<file path="config.mk">
export PLATFORM = sky130hd
export DESIGN_NAME = icache_flat
export DESIGN_NICKNAME = d
export VERILOG_FILES = /design/src/rtl/icache_if.sv /design/src/rtl/icache.sv /design/src/flat_wrapper.sv
export SDC_FILE = /design/constraint.sdc
export NUM_CORES = 1
export LEC_CHECK = 0
export CAP_MARGIN = 5
export CORE_MARGIN = 1
export CORE_UTILIZATION = 46
export DETAILED_ROUTE_END_ITERATION = 10
export PLACE_DENSITY = 0.65
export SKIP_LAST_GASP = 1
export SLEW_MARGIN = 20
export SYNTH_ARGS = -nofsm -noshare
export SYNTH_HDL_FRONTEND = slang
export SYNTH_SLANG_ARGS = --single-unit
</file>
<file path="constraint.sdc">
create_clock -name CLK -period 14.6 [get_ports CLK]
set_input_delay 2.92 -clock CLK [delete_from_list [all_inputs] [get_ports CLK]]
set_output_delay 2.92 -clock CLK [all_outputs]
set_load 0.02 [all_outputs]
</file>
<file path="src/rtl/icache_if.sv">
// rtl/icache_if.sv - datapath and memory-side signal bundle for the instruction cache
interface icache_if;
  logic        halt;
  logic        flush;
  logic        imemREN;
  logic [31:0] imemaddr;
  logic        ihit;
  logic [31:0] imemload;
  logic        iREN;
  logic [31:0] iaddr;
  logic        iwait;
  logic [31:0] iload;
  logic [31:0] hit_count;
  logic [31:0] miss_count;

  modport master (
    output halt, flush, imemREN, imemaddr, iwait, iload,
    input  ihit, imemload, iREN, iaddr, hit_count, miss_count
  );

  modport slave (
    input  halt, flush, imemREN, imemaddr, iwait, iload,
    output ihit, imemload, iREN, iaddr, hit_count, miss_count
  );
endinterface

</file>
<file path="src/rtl/icache.sv">
// rtl/icache.sv - direct-mapped 16-frame one-word instruction cache
// Hits are combinational in IDLE; misses go through a single FETCH state.
module icache (
  input  logic      CLK,
  input  logic      RST,
  icache_if.slave   bus
);
  typedef enum logic {IDLE, FETCH} state_e;

  state_e      state_q, state_d;
  logic [31:0] req_addr_q, req_addr_d;
  logic [15:0] valid_q;
  logic [25:0] tag_q  [16];
  logic [31:0] data_q [16];
  logic [31:0] hit_count_q, miss_count_q;
  logic [3:0]  idx, fill_idx;
  logic        hit, fill, iren, fetching;
  logic [31:0] iaddr;

  assign idx      = bus.imemaddr[5:2];
  assign fill_idx = req_addr_q[5:2];

  always_comb begin
    hit = 1'b0;
    if (state_q == IDLE && bus.imemREN && !bus.halt && !bus.flush)
      hit = valid_q[idx] && (tag_q[idx] == bus.imemaddr[31:6]);
  end

  always_comb begin
    state_d    = state_q;
    req_addr_d = req_addr_q;
    fill       = 1'b0;
    iren       = 1'b0;
    iaddr      = '0;
    fetching   = 1'b0;
    case (state_q)
      IDLE: begin
        if (bus.imemREN && !bus.halt && !bus.flush && !hit) begin
          state_d    = FETCH;
          req_addr_d = bus.imemaddr;
        end
      end
      FETCH: begin
        fetching = 1'b1;
        iaddr    = req_addr_q;
        // halt withdraws the memory request in the same cycle
        iren     = !bus.halt;
        fill     = !bus.halt && !bus.iwait;
        if (bus.halt || bus.flush || !bus.iwait)
          state_d = IDLE;
      end
      default: state_d = IDLE;
    endcase
  end

  assign bus.ihit       = hit;
  assign bus.imemload   = hit ? data_q[idx] : '0;
  assign bus.iREN       = iren;
  assign bus.iaddr      = fetching ? iaddr : '0;
  assign bus.hit_count  = hit_count_q;
  assign bus.miss_count = miss_count_q;

  always_ff @(posedge CLK) begin
    if (RST) begin
      state_q      <= IDLE;
      req_addr_q   <= '0;
      valid_q      <= '0;
      hit_count_q  <= '0;
      miss_count_q <= '0;
    end else begin
      state_q    <= state_d;
      req_addr_q <= req_addr_d;
      if (hit)
        hit_count_q <= hit_count_q + 32'd1;
      // a fill colliding with flush still counts as a miss but leaves the frame invalid
      if (fill)
        miss_count_q <= miss_count_q + 32'd1;
      if (bus.flush)
        valid_q <= '0;
      else if (fill)
        valid_q[fill_idx] <= 1'b1;
    end
  end

  always_ff @(posedge CLK) begin
    if (fill) begin
      tag_q[fill_idx]  <= req_addr_q[31:6];
      data_q[fill_idx] <= bus.iload;
    end
  end
endmodule
</file>
<file path="src/flat_wrapper.sv">
// flat-port wrapper written by rule: the top's interface ports become plain ports
module icache_flat 
  (CLK, RST, bus_halt, bus_flush, bus_imemREN, bus_imemaddr, bus_iwait, bus_iload, bus_ihit, bus_imemload, bus_iREN, bus_iaddr, bus_hit_count, bus_miss_count);
  icache_if bus_i ();
  input  logic CLK;
  input  logic RST;
  input wire logic [$bits(bus_i.halt)-1:0] bus_halt;
  input wire logic [$bits(bus_i.flush)-1:0] bus_flush;
  input wire logic [$bits(bus_i.imemREN)-1:0] bus_imemREN;
  input wire logic [$bits(bus_i.imemaddr)-1:0] bus_imemaddr;
  input wire logic [$bits(bus_i.iwait)-1:0] bus_iwait;
  input wire logic [$bits(bus_i.iload)-1:0] bus_iload;
  output wire logic [$bits(bus_i.ihit)-1:0] bus_ihit;
  output wire logic [$bits(bus_i.imemload)-1:0] bus_imemload;
  output wire logic [$bits(bus_i.iREN)-1:0] bus_iREN;
  output wire logic [$bits(bus_i.iaddr)-1:0] bus_iaddr;
  output wire logic [$bits(bus_i.hit_count)-1:0] bus_hit_count;
  output wire logic [$bits(bus_i.miss_count)-1:0] bus_miss_count;
  assign bus_i.halt = bus_halt;
  assign bus_i.flush = bus_flush;
  assign bus_i.imemREN = bus_imemREN;
  assign bus_i.imemaddr = bus_imemaddr;
  assign bus_i.iwait = bus_iwait;
  assign bus_i.iload = bus_iload;
  assign bus_ihit = bus_i.ihit;
  assign bus_imemload = bus_i.imemload;
  assign bus_iREN = bus_i.iREN;
  assign bus_iaddr = bus_i.iaddr;
  assign bus_hit_count = bus_i.hit_count;
  assign bus_miss_count = bus_i.miss_count;
  icache u_core (.CLK(CLK), .RST(RST), .bus(bus_i));
endmodule
</file>
* Word level (Yosys, flattened, before mapping) *
Memory sizes are Yosys's and may differ from the RTL's.
Index checks and enable logic that the tools add are counted.

cells by class
  multiplexer cells = 16
  eq/ne operators = 1
  add/subtract/negate cells = 2
  bitwise logic cells = 2
  order comparisons = 3
  reduce and logical (&&, ||, !) cells = 17

operators by type and width
  cell                     number
  $mux W32                 3
  $add A32 B1 Y32 const B  2
  $eq A26 B26 Y1           1
  $or A16 B16 Y16          1
  $lt A4 B5 Y1 const B     2
  $mux W1                  10
  $logic_and A1 B1 Y1      9
  $bmux W1 S4              1
  $demux W1 S4             1
  $ge A4 B1 Y1 const B     1
  $logic_not A1 Y1         4
  $logic_or A1 B1 Y1       2
  $pmux W1 S2              1
  $reduce_and A2 Y1        1
  $reduce_or A2 Y1         1
  $not A1 Y1               1

word-level totals
  bits of input ports = 70
  output and inout port bits = 130
  register bits = 113
  memory bits (writable) = 928
  memories = 2
  word-level logic and storage cells = 48

memories
  memory         depth  bits a word  rd ports  clocked after memory_dff  write ports  line          text
  u_core.data_q  16     32           1         0                         1            icache.sv:14  logic [31:0] data_q [16];
  u_core.tag_q   16     26           1         0                         1            icache.sv:13  logic [25:0] tag_q [16];

* Longest topological paths before layout *
  depth after elaboration = 9
  mapped depth = 16
  depth with buffers taken out = 9

* Least setup slack after synthesis *
No wires, ideal clock.

  kind = input to output
  from = input bus_imemaddr[4]
  to = output bus_imemload[10]
  cell stages on the path = 12
  buffers on the path = 5
  arrival time = 5.930 ns
  required time = 11.680 ns
  slack = 5.750 ns
  cells stage by stage = buf_2 > buf_1 > mux4_2 > mux4_2 > xnor2_1 > nand4_1 > nor4b_2 > nand4_2 > buf_2 > buf_2 > clkbuf_1 > nor2b_1

on the way
  cells in the longest elaborated chain, start to end = 5
  elaborated cells on any way between the ends = 8
  classes of those cells = eq/ne: 1; mux: 4; reduce/logical: 1; memory: 2

ends and longest elaborated chain
  element                                                line                text
  start, declared                                        flat_wrapper.sv:10  input wire logic [$bits(bus_i.imemaddr)-1:0] bus_imemaddr;
  $mem_v2 Z16 W26 / $bmux W1 S4 (equally long branches)  --
  $eq A26 B26 Y1 / $mux W1 (equally long branches)       icache.sv:26        hit = valid_q[idx] && (tag_q[idx] == bus.imemaddr[31:6]);
  $logic_and A1 B1 Y1                                    icache.sv:26
  $mux W1                                                icache.sv:25        if (state_q == IDLE && bus.imemREN && !bus.halt && !bus.flush)
  $mux W32 *                                             icache.sv:57        assign bus.imemload = hit ? data_q[idx] : '0;
  end, declared                                          flat_wrapper.sv:14  output wire logic [$bits(bus_i.imemload)-1:0] bus_imemload;

Mark *: on every way between the ends. The rest lies on a longest branch, timed or not. The select of a mux whose other input is x is not followed.

* Worst setup path in the final report *
  from = input bus_imemaddr[5]
  to = output bus_imemload[15]

The elaborated chain is that of the path after synthesis.

==> results.json <==
{
  "crit_path_start": "bus_imemaddr[5]",
  "tightest_slew_ps": 1120,
  "area_growth_pct": 16.6,
  "arrival_ps": 8790,
  "fmax_mhz": 85.4,
  "placementRows": 108,
  "min_period_ps": 11710,
  "fp.dieW_um": 300,
  "ys_ff_latch": 1041,
  "synthesis.nets": 2175,
  "critPathCaptureType": "output pin",
  "fin_ws_ps": 2890,
  "irDropWorstVdd_v": 0.000145,
  "cts.repair.resized": 0,
  "r2r_slack_ps": 10550,
  "synthDominantCellAreaShare_pct": 68.2,
  "drt_iter0_drc": 2035,
  "ant_nets": 0,
  "synth_cell_types": 59,
  "reg2reg_depth": 8,
  "gp_congestion": 0.778,
  "yosysMostFrequentCell": "edfxtp_1",
  "fin_skew_ps": 47.5,
  "htreeDepth": 3,
  "wl_per_cell_um": 27.2,
  "postPlaceCellArea_mm2": 0.0443,
  "grt_max_degree": 111,
  "synth_edf_count": 928,
  "post_synth.cell_area_avg_um2": 19.4,
  "drive_gt1_share_pct": 19.9,
  "dp.cells": 3386,
  "die_h_um": 300,
  "maxCapViolCount": 0,
  "synthTopCellsByArea": "edfxtp_1 68%, mux4_2 13%, dfxtp_1 5.5%",
  "synth_warnings": 0,
  "overflow": 0,
  "route.detailed.drc": 0,
  "cts_root_buf": "clkbuf_16",
  "synthesis.area_mm2": 0.0409,
  "post_cts_buffers": 0,
  "clkLatencyLatePin_ps": 700,
  "synthFlopType": "edfxtp_1",
  "cp_max_fo": 63,
  "worst_hold_path_type": "flop to flop",
  "grt_pass1_wl_um": 145000,
  "cts_hold_buffers": 0,
  "cts_sinks": 1041,
  "numPortBuffers": 199,
  "grt_setup_unrepaired": "false",
  "cts-buffers-inserted": 106,
  "pre_cts_ws_ps": 2990,
  "clk_path_buf_depth": 3,
  "path_clk_slew_ps": 60,
  "vias_per_cell": 5.93,
  "fin_area_mm2": 0.0477,
  "r2r-end": "u_core.bus.hit_count[18]",
  "nets": 2411,
  "status": "complete, no violations",
  "track_usage_pct": 22.0,
  "fin_cells": 3587,
  "required_ps": 11680,
  "antenna_found_initial": 4,
  "p_leak_uw": 0.0144,
  "period_share_pct": 80.2,
  "synth_seq_area_share_pct": 73.7,
  "routed_wl_um": 97700,
  "finalSetupTns_ps": 0,
  "async_reset_ff_share_pct": 0,
  "slew_viol_final": 0,
  "netlist_instances": 2103,
  "slew_headroom_pct": 25.6,
  "die_area_mm2": 0.0901,
  "holdPathStages": 1,
  "hold_start": "u_core.valid_q[1]",
  "ios": 200,
  "start_util_pct": 46.8,
  "setup_viol": 0,
  "hold_viol": 0,
  "yosys-top-cells-count": "928 x edfxtp_1, 244 x mux4_2, 113 x dfxtp_1",
  "cts_tree": "done",
  "firstDrtPassIters": 7,
  "yosysTopAreaCell": "edfxtp_1",
  "vias": 21286,
  "power_density_mw_per_mm2": 128,
  "hpwlAfterDp_um": 52300,
  "critical_path_class": "input port to output pin",
  "core_area_mm2": 0.0874,
  "endpoint": "bus_imemload[15]",
  "regToRegStartpoint": "u_core.tag_q[7][22]",
  "grt_pass1_vias": 21949,
  "startpoint_type": "input port"
}
-- cell type report --
class	instances	area [µm²]
clock buffer	151	2930
timing repair buffer	244	2370
fill	6624	39800
multi-input combinational	935	10300
inverter	11	41.3
tap	1155	1450
sequential	1041	30100
antenna	2	5.00
clock inverter	48	448
-- worst min-delay path by stage --
stage | end | slack [ps]
floorplan | u_core.valid_q[10] | 440
global placement | u_core.valid_q[14] | 440
detailed placement | u_core.valid_q[7] | 450
CTS | u_core.valid_q[7] | 470
global route | u_core.valid_q[7] | 470
finish | u_core.valid_q[1] | 460
-- logic make-up (layout without fill, tap and decap cells) --
group	Yosys count	after routing	synth area share, %
flip-flops	1041	1041	73.7
AND/OR/NAND/NOR	360	360	5.19
multiplexers	334	334	15.7
AO/OA/AOI/OAI	180	180	2.67
buffers and inverters	127	454	1.43
XOR/XNOR	59	59	1.26
adder cells (fa/ha/maj)	2	2	0.0612
other	0	2	0
-- per-layer routing --
metal	part of all wire [%]	vias up	wire [µm]	GRT usage [%]
li1	-	9048	-	-
met1	43	11278	41700	31.4
met2	49	813	47500	35.5
met3	6.6	141	6420	3.51
met4	2.1	6	2010	5.70
met5	0.033	-	32	0
-- where the power goes --
group          total (µW)  internal (µW)  switching [µW]
clock                2620           1480            1140
combinational         231            106             124
sequential           3250           3240            13.1
total                6100           4820            1270
-- worst max-delay path: stages --
cell	delay, ps
buf_4	630
buf_4	860
nor2b_1	510
a22oi_1	190
nor3b_1	180
a2111oi_0	480
a31oi_1	160
nor4_2	610
nand4_4	690
buf_4	530
nor2b_1	250
clkdlybuf4s50_1	640
-- flip-flops by register name, summed over array words and instances (netlist names) --
signal / flops
u_core.state_q: 1
u_core.req_addr_q: 32
u_core.bus.miss_count: 32
u_core.tag_q: 416
u_core.bus.hit_count: 32
u_core.data_q: 512
u_core.valid_q: 16
-- layout by cell type, fill, tap and decap left out, types with 5 or more instances in the layout --
cell type	n
nand4_1	18
clkinv_1	15
nand2b_1	37
clkinv_2	19
nor2b_1	39
clkbuf_1	35
xnor2_1	28
mux2_2	16
mux2i_1	74
buf_4	45
clkbuf_8	9
xor2_1	31
nand2_1	33
clkbuf_16	107
or3_1	36
a22oi_1	14
dfxtp_1	113
o31ai_1	5
o22ai_1	7
clkdlybuf4s50_1	194
a21oi_1	39
inv_1	10
nor2_1	41
and3_1	14
mux4_2	244
nor3_1	6
nand4b_1	33
o21ai_0	69
o21a_1	16
nand3_1	29
and2_1	37
edfxtp_1	928
nor2_4	12
-- through the flow --
| step | power, µW | utilization (%) | hold slack (ps) |
|---|---|---|---|
| 2_1_floorplan | 3450 | - | 435 |
| 3_3_place_gp | 3540 | 50.6 | 441 |
| 3_5_place_dp | 3550 | 50.6 | 452 |
| 4_1_cts | 6140 | 54.5 | 466 |
| 5_1_grt | 6280 | 54.5 | 473 |
| 6_report | 6100 | 54.5 | 465 |
Power figures use the tool's default switching activity.
